--- src/rtl/edge_detect_multi.sv ---
// Multi-channel level-to-pulse converter: optional synchroniser, persistence
// filter, per-channel edge-mode select, pulse stretcher and sticky event flag.

module edge_detect_ch #(
    parameter int SYNC_STAGES = 2,
    parameter int FILT_CYCLES = 0,
    parameter int PULSE_LEN   = 1
) (
    input  logic       clk,
    input  logic       rstn,
    input  logic       level_i,
    input  logic [1:0] mode_i,
    input  logic       flag_clr_i,
    output logic       pulse_o,
    output logic       flag_o
);
    localparam int CW = (FILT_CYCLES > 0) ? $clog2(FILT_CYCLES + 1) : 1;
    localparam int PW = $clog2(PULSE_LEN + 1);
    localparam logic [CW-1:0] FILT_MAX     = CW'(FILT_CYCLES);
    localparam logic [PW-1:0] STRETCH_LOAD = PW'(PULSE_LEN);

    logic s;

    generate
        if (SYNC_STAGES > 0) begin : g_sync
            logic [SYNC_STAGES-1:0] sync_q;
            always_ff @(posedge clk or negedge rstn) begin
                if (!rstn) begin
                    sync_q <= '0;
                end else begin
                    sync_q[0] <= level_i;
                    for (int i = 1; i < SYNC_STAGES; i++) sync_q[i] <= sync_q[i-1];
                end
            end
            assign s = sync_q[SYNC_STAGES-1];
        end else begin : g_nosync
            assign s = level_i;
        end
    endgenerate

    logic          f_q, f_d;
    logic [CW-1:0] cnt_q, cnt_d;
    logic [PW-1:0] stretch_q, stretch_d;
    logic          pulse_q, flag_q, flag_d;
    logic          accept, evt;

    // The filter runs irrespective of mode so that enabling a channel never
    // sees a stale level difference as an edge.
    always_comb begin
        f_d    = f_q;
        cnt_d  = '0;
        accept = 1'b0;
        if (s != f_q) begin
            if (cnt_q == FILT_MAX) begin
                accept = 1'b1;
                f_d    = s;
            end else begin
                cnt_d = cnt_q + CW'(1);
            end
        end
    end

    // mode_i[0] enables rising events, mode_i[1] falling events.
    assign evt = accept & (s ? mode_i[0] : mode_i[1]);

    always_comb begin
        stretch_d = '0;
        if (evt)                 stretch_d = STRETCH_LOAD;
        else if (stretch_q != '0) stretch_d = stretch_q - PW'(1);
    end

    assign flag_d = evt | (flag_q & ~flag_clr_i);

    always_ff @(posedge clk or negedge rstn) begin
        if (!rstn) begin
            f_q       <= 1'b0;
            cnt_q     <= '0;
            stretch_q <= '0;
            pulse_q   <= 1'b0;
            flag_q    <= 1'b0;
        end else begin
            f_q       <= f_d;
            cnt_q     <= cnt_d;
            stretch_q <= stretch_d;
            pulse_q   <= (stretch_d != '0);
            flag_q    <= flag_d;
        end
    end

    assign pulse_o = pulse_q;
    assign flag_o  = flag_q;
endmodule

module edge_detect_multi #(
    parameter int N_CH        = 4,
    parameter int SYNC_STAGES = 2,
    parameter int FILT_CYCLES = 0,
    parameter int PULSE_LEN   = 1
) (
    input  logic              clk,
    input  logic              rstn,
    input  logic [N_CH-1:0]   level,
    input  logic [2*N_CH-1:0] mode,
    input  logic [N_CH-1:0]   flag_clr,
    output logic [N_CH-1:0]   pulse,
    output logic [N_CH-1:0]   flag,
    output logic              any_pulse
);
    generate
        for (genvar g = 0; g < N_CH; g++) begin : g_ch
            edge_detect_ch #(
                .SYNC_STAGES(SYNC_STAGES),
                .FILT_CYCLES(FILT_CYCLES),
                .PULSE_LEN  (PULSE_LEN)
            ) u_ch (
                .clk       (clk),
                .rstn      (rstn),
                .level_i   (level[g]),
                .mode_i    (mode[2*g+1:2*g]),
                .flag_clr_i(flag_clr[g]),
                .pulse_o   (pulse[g]),
                .flag_o    (flag[g])
            );
        end
    endgenerate

    assign any_pulse = |pulse;
endmodule

--- config.mk ---
export PLATFORM = sky130hd
export DESIGN_NAME = edge_detect_multi
export DESIGN_NICKNAME = d
export VERILOG_FILES = /design/src/rtl/edge_detect_multi.sv
export SDC_FILE = /design/constraint.sdc
export NUM_CORES = 1
export LEC_CHECK = 0
export ABC_CLOCK_PERIOD_IN_PS = 1800
export CORE_AREA = 2 2 39 41
export DETAILED_ROUTE_END_ITERATION = 16
export DIE_AREA = 0 0 41 43
export DONT_BUFFER_PORTS = 1
export GPL_TIMING_DRIVEN = 0
export SYNTH_ARGS = -nofsm -noshare
export SYNTH_HDL_FRONTEND = slang
export SYNTH_HIERARCHICAL = 1
export SYNTH_SLANG_ARGS = --single-unit
--- constraint.sdc ---
create_clock -name clk -period 1.8 [get_ports clk]
set_input_delay 0.18 -clock clk [delete_from_list [all_inputs] [get_ports clk]]
set_output_delay 0.18 -clock clk [all_outputs]
set_load 0.1 [all_outputs]
Word level (Yosys, flattened, before mapping)
Cells that the tools add are included.
{"block": "classes", "n_reduce_logical": 5, "add_sub_neg": 8, "n_mux": 28, "eq_ne": 4, "n_bitwise": 20}
{"op": "$mux W1", "n": 28}
{"op": "$and A1 B1 Y1", "n": 8}
{"op": "$not A1 Y1", "n": 8}
{"op": "$reduce_and A2 Y1", "n": 4}
{"op": "$add A1 B1 Y1 const B", "n": 4}
{"op": "$ne A1 B1 Y1", "n": 4}
{"op": "$or A1 B1 Y1", "n": 4}
{"op": "$reduce_or A4 Y1", "n": 1}
{"op": "$sub A1 B1 Y1 const B", "n": 4}
{"block": "word_totals", "inputBits": 18, "regBits": 24, "word_cells": 85}

Depth between registers and ports, before layout
Gate-level depths: netlist of the first run.
{"block": "depth", "depth_word": 4, "depth_mapped": 2, "mapped_depth_nobuf": 2}

By module
The synthesis of the first run kept the hierarchy.
{"module": "edge_detect_ch", "n_inst": 4, "area_per_inst_um2": 158.9, "seq_area_each_um2": 125.1, "cells_per_inst": 11}
{"module": "edge_detect_multi", "n_inst": 1, "area_per_inst_um2": 7.5, "seq_area_each_um2": 0.0, "cells_per_inst": 1}

Worst setup path after synthesis of the first run
Ideal clock, no wire load.
{"block": "synth_timing", "kind": "flip-flop to output port", "from": "reg g_ch[1].u_ch.pulse_q", "to": "out any_pulse", "setup_slack_ns": -0.185, "t_required_ns": 1.620, "t_arrival_ns": 1.805, "stages_incl_launch_ff": 2, "path_cell_list": "dfrtp_1 or4_1"}
{"block": "synth_between", "elab_chain_len": 1}
{"element": "from (decl)", "line_no": "44", "text": "logic pulse_q, flag_q, flag_d;"}
{"element": "from (signal assigned)", "line_no": "85", "text": "pulse_q <= (stretch_d != '0);"}
{"element": "$reduce_or A4 Y1", "line_no": "127", "text": "assign any_pulse = |pulse;"}
{"element": "to (decl)", "line_no": "107", "text": "output logic any_pulse"}
Every way passes these cells.

Worst setup path in the final report of the first run
{"block": "layout_timing", "from": "reg g_ch[2].u_ch.pulse_q", "to": "out any_pulse"}
{"block": "layout_between", "elab_chain_len": 1}
{"element": "from (decl)", "line_no": "44"}
{"element": "from (signal assigned)", "line_no": "85"}
{"element": "$reduce_or A4 Y1", "line_no": "127"}
Every way passes these cells.

==> results.txt, run 1 <==
The power consumption is 0.930 mW. The post-synthesis sequential element count came out at 20. Detailed placement ended at an HPWL of 681 um. The gate count after technology mapping came out at 45. The maximum level of the CTS H-tree is 1. The via count of the first global-routing pass came out at 335. The placed cell area is 667 um^2. The congestion estimate from routability-driven global placement came to 0.702. The number of warnings printed during yosys synthesis is 6. Clock skew on the completed layout was measured at 0.00497 ns. The proportion of synthesized area in mux cells came out at 0%. For the pin with the worst max-slew slack, the measured transition is 0.904 ns. The net count of the finished layout is 73.

The horizontal die dimension came out at 41 um. Measured in cells, the most critical reg-to-reg path has a length of 2. The setup path with the least slack is of type reg -> out. TritonCTS built the clock tree. The number of clock buffers added by TritonCTS is 3. After clock tree synthesis, the setup repair step added 0 buffers. The worst hold path endpoint is g_ch[1].u_ch/pulse_o$_DFF_PN0_. The initial standard-cell utilization of the core came out at 46.5%.

In this run the clock root is driven by a sky130_fd_sc_hd__clkbuf_4. In this run the critical register-to-register path is captured at g_ch[0].u_ch/flag_o$_DFF_PN0_. The achievable clock frequency came out at 534 MHz. The maximum number of buffers from clock root to sink came out at 2. The hold violation count in the final report is 0. The number of antenna violations at the first check in global routing is 0. The worst hold path depth came out at 2. Sequential cells were found to cover 77.8% of the synthesized design area. Summing the areas of all xor and xnor instances in the mapped netlist gives 0% of the synthesized area. The number of maximum-capacitance violations came out at 0. The clock transition time at the flip-flop clock pins of the worst setup and hold paths is 0.10 ns. The register-to-register path setup slack is 0.55 ns. The flow ran to the end, but the final reports show violations. The count of input and output buffers is 0.

The count of antenna diodes in the layout came out at 0. Setup repair after global routing could not meet its margin everywhere. The complex-gate fraction of the synthesized area came out at 0%. For this run, the slowest stage of the critical path takes 0.76 ns. The number of library cell types mapped by synthesis came out at 7. The cell area after technology mapping came out at 643 um^2.

The later pin in the worst-skew pair is clocked with a latency of 0.29 ns. The met2 wire length came out at 457 um. The total number of vias is 359.

The kind of cell adding the most delay to the critical path is simple AND/OR/NAND/NOR gates. The I/O pin total came out at 27. Across the VDD grid, the largest voltage drop is 0.554 mV. The launch point of the worst hold path is mode[3]. The global-route wire length before repair is 1.42 mm. The core region area came out at 0.00138 mm^2. The slowest stage of the critical path belongs to the cell sky130_fd_sc_hd__or4_4. The final cell count without fillers came out at 70. The uppermost signal routing layer after detailed routing is met4. The detailed-route wire length per cell is 13.1 um. The overall overflow remaining after global route is 0.

The checks that failed: setup timing. The die covers 0.00176 mm^2. The start of the worst register-to-register path is g_ch[0].u_ch/flag_o$_DFF_PN0_. The via density per instance came out at 5.13.

The top cell types in the final layout, fill and taps aside, are 16 x sky130_fd_sc_hd__dfrtp_1, 8 x sky130_fd_sc_hd__nand3b_1, 5 x sky130_fd_sc_hd__dlygate4sd3_1. The critical path goes through or4_4. The number of buffers and inverters on the critical path is 0. In the routed design, unresolved DRC markers number 0. The max-slew violation count came out at 0. When the netlist entered floorplanning its net count stood at 63.

Across all setup checks in the final design, the least slack found is -0.0723 ns. For the worst setup path, the data required time is 1.62 ns. The worst setup path is launched from a flop. The simple logic cell fraction of the synthesized area is 19.8%. The detailed-routed wire length on met3 is 82 um. The die span in y came out at 43 um. Counting the fill cells in the layout gives 112. The library cell used most frequently in the layout, excluding fill and tap cells, is sky130_fd_sc_hd__dfrtp_1. The summed area of non-filler cells in the final layout came out at 763 um^2. In the finished design, the share of the clock period the worst path needs comes to 104%.

Power spread over the standard cell area amounts to 1220 mW/mm^2. The total iterations of the first detailed-routing run came out at 2. Entering global routing, the biggest net connects 21 pins. The detailed router's first-iteration violation count came out at 2. The area taken by flip-flops and latches came out at 510 um^2. OpenSTA, run right after detailed placement, puts the worst setup slack at 0.0461 ns. The min-delay analysis places its worst path in the category in -> reg.

Clock tree synthesis found a total of 20 sinks. The area added between synthesis and finish is 18.7%. The setup TNS after final layout came out at -0.0723 ns. The final count of negative-setup-slack endpoints is 1.

The wire length on met1 is 351 um. For this run, the total global-route usage over all layers was measured as 13.0%. The fraction of layout instances using a drive strength above 1 is 16.7%. The area taken by multi-input logic gates is 131 um^2. The arrival time reported for the critical path endpoint came out at 1.69 ns. The leakage power total is 0.347 nW. In this run the worst path has a maximum fanout of 2. The routed wire length is 914 um. The worst pin sits at a relative slew slack of 39.7%.

The synthesized area per cell came out at 14.3 um^2. The type of element capturing the critical path is an output pin. The standard-cell row count came out at 14.

The adder-cell share of the synthesized area came out at 0%. Including well taps, the total number of placed cells is 61. The clock period minus worst slack is 1.87 ns. By area, the combinational part of the netlist is dominated by simple AND/OR/NAND/NOR gates. Once detail routing completed, the nets flagged for antenna violations numbered 0.
-- power breakdown --
group / leakage, nW / switching (mW) / internal [mW]
logic: 0.0909 / 0.0398 / 0.0245
registers: 0.235 / 0.137 / 0.479
clock network: 0.0210 / 0.126 / 0.123
total: 0.347 / 0.303 / 0.627
-- logic make-up after synthesis --
group / count (synthesis)
DFF: 20
and+or+nand+nor: 21
buffers and inverters: 4
-- registers in the layout, summed over array words and instances, names as in the netlist --
register,cells
g_ch.u_ch/g_sync.sync_q,8
g_ch.u_ch/f_q,4
g_ch.u_ch/flag_o,4
g_ch.u_ch/pulse_o,4
-- stage by stage --
step           util (%)  hold slack, ns
3_5_place_dp       48.2          -0.115
6_report           55.2          0.0367
2_1_floorplan         -          -0.116
5_1_grt            55.2          0.0285
3_3_place_gp       48.2          -0.115
4_1_cts            55.0          0.0338
-- layout make-up --
cell class / count / area share (%)
Sequential cell: 20 / 66.9
Tap cell: 16 / 2.62
Multi-Input combinational cell: 21 / 17.2
Timing Repair Buffer: 5 / 6.56
Buffer: 4 / 1.97
Clock buffer: 4 / 4.75
-- timing repair --
item / CTS / global route
hold buffers: 5 / 0
hold endpoints to repair: 24 / 0
endpoints found under the setup margin: 1 / 1
pin swaps: 1 / 0
gates resized for setup: 5 / 1
-- routing by layer --
layer / global-route usage (%) / vias up
li1: - / 166
met1: 14.9 / 172
met2: 18.8 / 19
met3: 4.71 / 2
met4: 10.0 / 0
met5: 0 / -
-- cell usage after synthesis, drive strengths merged --
master	count	area, um^2
nand2	4	15.0
nand3	4	20.0
clkbuf	4	15.0
dfrtp	20	500
nand3b	8	60.1
or4	1	7.51
nand2b	4	25.0
-- worst max path at each step --
stage,startpoint,end,depth (start not counted)
2_1_floorplan,g_ch[1].u_ch/pulse_o$_DFF_PN0_,any_pulse,1
3_3_place_gp,g_ch[1].u_ch/pulse_o$_DFF_PN0_,any_pulse,1
3_5_place_dp,g_ch[1].u_ch/pulse_o$_DFF_PN0_,any_pulse,1
4_1_cts,g_ch[2].u_ch/pulse_o$_DFF_PN0_,any_pulse,1
5_1_grt,g_ch[2].u_ch/pulse_o$_DFF_PN0_,any_pulse,1
6_report,g_ch[2].u_ch/pulse_o$_DFF_PN0_,any_pulse,1
Note: power is estimated with default switching activity, not from simulation.
==> run 2, diff against run 1 <==
--- a/config.mk
+++ b/config.mk
@@ -11,6 +11,7 @@
 export DIE_AREA = 0 0 41 43
 export DONT_BUFFER_PORTS = 1
 export GPL_TIMING_DRIVEN = 0
+export REMOVE_ABC_BUFFERS = 1
 export SYNTH_ARGS = -nofsm -noshare
 export SYNTH_HDL_FRONTEND = slang
 export SYNTH_HIERARCHICAL = 1
==> results.txt, run 2 (synthesis results as in run 1) <==
The horizontal die dimension is 41 um (unchanged). The via density per instance came to 5.39 (was 5.13). The final antenna-violating net count is 0 (unchanged). The number of maximum-capacitance violations is 0 (unchanged). The required time at the worst-slack endpoint was 1.62 ns (about the same). The delay of the slowest cell on the worst path is 0.76 ns (about the same). The core region area was 0.00138 mm^2 (unchanged). List of cells traversed by the critical path: or4_4 (unchanged). The via count of the first global-routing pass came out at 368 (was 335). The CTS tree is done (unchanged). The max-slew violation count came out at 0 (unchanged).

The maximum level of the CTS H-tree came out at 1 (unchanged). The maximum fanout along the worst path is 2 (unchanged). The type of element capturing the critical path is an output pin (unchanged). The utilization of the core after routing is 54.1% (was 55.2%). The detailed-routed wire length on met3 was 56 um (was 82 um). Unrepaired setup endpoints after global routing: true (unchanged).

The hold violation count in the final report was 0 (unchanged). The worst slack after detailed placement is -0.199 ns (was 0.0461 ns). The leakage power total came out at 0.342 nW (was 0.347 nW). The class of the most critical setup path was reg -> out (unchanged). The count of input and output buffers came to 0 (unchanged).

The overall overflow remaining after global route is 0 (unchanged). The maximum number of buffers from clock root to sink is 2 (unchanged). The post-placement cell count was 57 (was 61). The clock period minus worst slack is 1.86 ns (was 1.87 ns). The wire length on met1 is 353 um (was 351 um). The met2 wire length came out at 582 um (was 457 um). The maximum vdd drop came out at 0.702 mV (was 0.554 mV). The largest register by flop count is g_ch.u_ch/g_sync.sync_q (unchanged). The number of sinks on the clock net came out at 20 (unchanged). Commonest non-fill, non-tap cells in the layout: 16 x sky130_fd_sc_hd__dfrtp_1, 8 x sky130_fd_sc_hd__nand3b_1, 5 x sky130_fd_sc_hd__dlygate4sd3_1 (unchanged). The clock latency on the worst-skew pair is 0.29 ns (about the same).

The uppermost signal routing layer after detailed routing is met3 (was met4). The setup TNS after final layout came out at -0.0571 ns (was -0.0723 ns). The combined global-route utilization of all metal layers is 12.0% (was 13.0%). The number of flip-flops in the largest register came to 8 (unchanged). The measured slew at the worst slew-check pin is 0.912 ns (was 0.904 ns).

The end of the worst register-to-register path is g_ch[0].u_ch/flag_o$_DFF_PN0_ (unchanged). The depth of the worst register-to-register path is 2 (unchanged). The fraction of layout instances using a drive strength above 1 came to 18.0% (was 16.7%). The detailed-route wire length per cell is 15.0 um (was 13.1 um). The power density normalized to cell area was 1230 mW/mm^2 (was 1220 mW/mm^2). The routability congestion estimate is 0.702 (about the same). The standard-cell row count is 14 (unchanged). The area taken by multi-input logic gates was 131 um^2 (unchanged). The final count of negative-setup-slack endpoints is 1 (unchanged). The achievable clock frequency is 538 MHz (was 534 MHz). The start of the worst register-to-register path is g_ch[0].u_ch/flag_o$_DFF_PN0_ (unchanged).

The final routed DRC violation total came out at 0 (unchanged). The filler cell count is 114 (was 112). The kind of cell adding the most delay to the critical path was simple AND/OR/NAND/NOR gates (unchanged). The detailed router's first-iteration violation count came out at 0 (was 2).

The global-route wire length before repair came out at 1.37 mm (was 1.42 mm). The register-to-register path setup slack is 0.52 ns (was 0.55 ns). The clock transition time at the flip-flop clock pins of the worst setup and hold paths came out at 0.10 ns (about the same). The type of the tightest min-delay check is in -> reg (unchanged). The routed wire length came to 992 um (was 914 um). Run status: finished with violations (unchanged). The die outline area came to 0.00176 mm^2 (unchanged). The number of buffers inserted during clock tree synthesis was 3 (unchanged).

The power consumption came out at 0.923 mW (was 0.930 mW). The most frequent standard cell in the layout excluding fill and tap cells is sky130_fd_sc_hd__dfrtp_1 (unchanged). The cell with the biggest individual delay on the critical path was sky130_fd_sc_hd__or4_4 (unchanged). The total half-perimeter wirelength after legalization and detailed placement came to 663 um (was 681 um). The final cycle utilization of the critical path came out at 103% (was 104%).

The buffering stage count on the worst path with inverters included came out at 0 (unchanged). The count of antenna diodes in the layout is 0 (unchanged). The total setup buffers inserted after CTS was 0 (unchanged).

The final clock skew is 0.00619 ns (was 0.00497 ns). The arrival time reported for the critical path endpoint is 1.68 ns (was 1.69 ns). The initial standard-cell utilization of the core was 46.5% (unchanged). The sort of element at the start of the critical path was a flop (unchanged). Failing checks: setup timing (unchanged). The number of antenna violations at the first check in global routing is 0 (unchanged). The area taken by flip-flops and latches came out at 510 um^2 (unchanged).

The worst hold path depth is 2 (unchanged). The total iterations of the first detailed-routing run is 1 (was 2). The worst-case setup margin in the final layout was -0.0571 ns (was -0.0723 ns). The largest net degree at the start of global routing came out at 21 (unchanged). The area added between synthesis and finish came out at 16.3% (was 18.7%). The total number of vias is 356 (was 359). The relative slew slack is 39.2% (was 39.7%). The I/O pin total is 27 (unchanged).

The worst hold path endpoint is g_ch[3].u_ch/pulse_o$_DFF_PN0_ (was g_ch[1].u_ch/pulse_o$_DFF_PN0_). The buffer type at the clock tree root is sky130_fd_sc_hd__clkbuf_4 (unchanged). The die span in y is 43 um (unchanged). The launch point of the worst hold path is mode[6] (was mode[3]). The net count of the finished layout is 69 (was 73). The final cell count without fillers was 66 (was 70).
[run 2: power by group]
| part | internal [mW] | switching (mW) | total, mW |
|---|---|---|---|
| registers | 0.479 | 0.137 | 0.616 |
| clock network | 0.123 | 0.121 | 0.244 |
| logic | 0.0228 | 0.0406 | 0.0634 |
| total | 0.625 | 0.298 | 0.923 |
[run 2: cell type report]
type	instances	share of cell area, %
clock buffer	4	4.85
multi-input combinational	21	17.6
sequential	20	68.2
tap	16	2.68
timing repair buffer	5	6.69
[run 2: how the worst max path moves through the flow]
stage	from	end	slack, ns	depth (start not counted)
finish	g_ch[2].u_ch/pulse_o$_DFF_PN0_	any_pulse	-0.06	1
CTS	g_ch[2].u_ch/pulse_o$_DFF_PN0_	any_pulse	-0.07	1
detailed placement	g_ch[0].u_ch/pulse_o$_DFF_PN0_	any_pulse	-0.20	1
floorplan	g_ch[1].u_ch/pulse_o$_DFF_PN0_	any_pulse	-0.18	1
global placement	g_ch[1].u_ch/pulse_o$_DFF_PN0_	any_pulse	-0.20	1
global route	g_ch[2].u_ch/pulse_o$_DFF_PN0_	any_pulse	-0.09	1
[run 2: per-stage QoR]
stage | cell area [um^2] | hold WS (ns)
after floorplan | 628 | -0.116
after global routing | 748 | 0.0440
final | 748 | 0.0434
after global placement | 648 | -0.115
after CTS | 748 | 0.0370
after detailed placement | 648 | -0.115
[run 2: metal layers]
| metal | up-vias | GRT usage (%) |
|---|---|---|
| met5 | - | 0 |
| li1 | 159 | - |
| met3 | 0 | 3.14 |
| met2 | 15 | 21.6 |
| met4 | 0 | 6.00 |
| met1 | 182 | 11.5 |
[run 2: what timing repair did]
| item | CTS | global route |
|---|---|---|
| hold buffers | 5 | 0 |
| hold endpoints to repair | 24 | 0 |
| setup endpoints to repair | 1 | 1 |
| pin swaps | 1 | 0 |
| resized for setup | 7 | 0 |
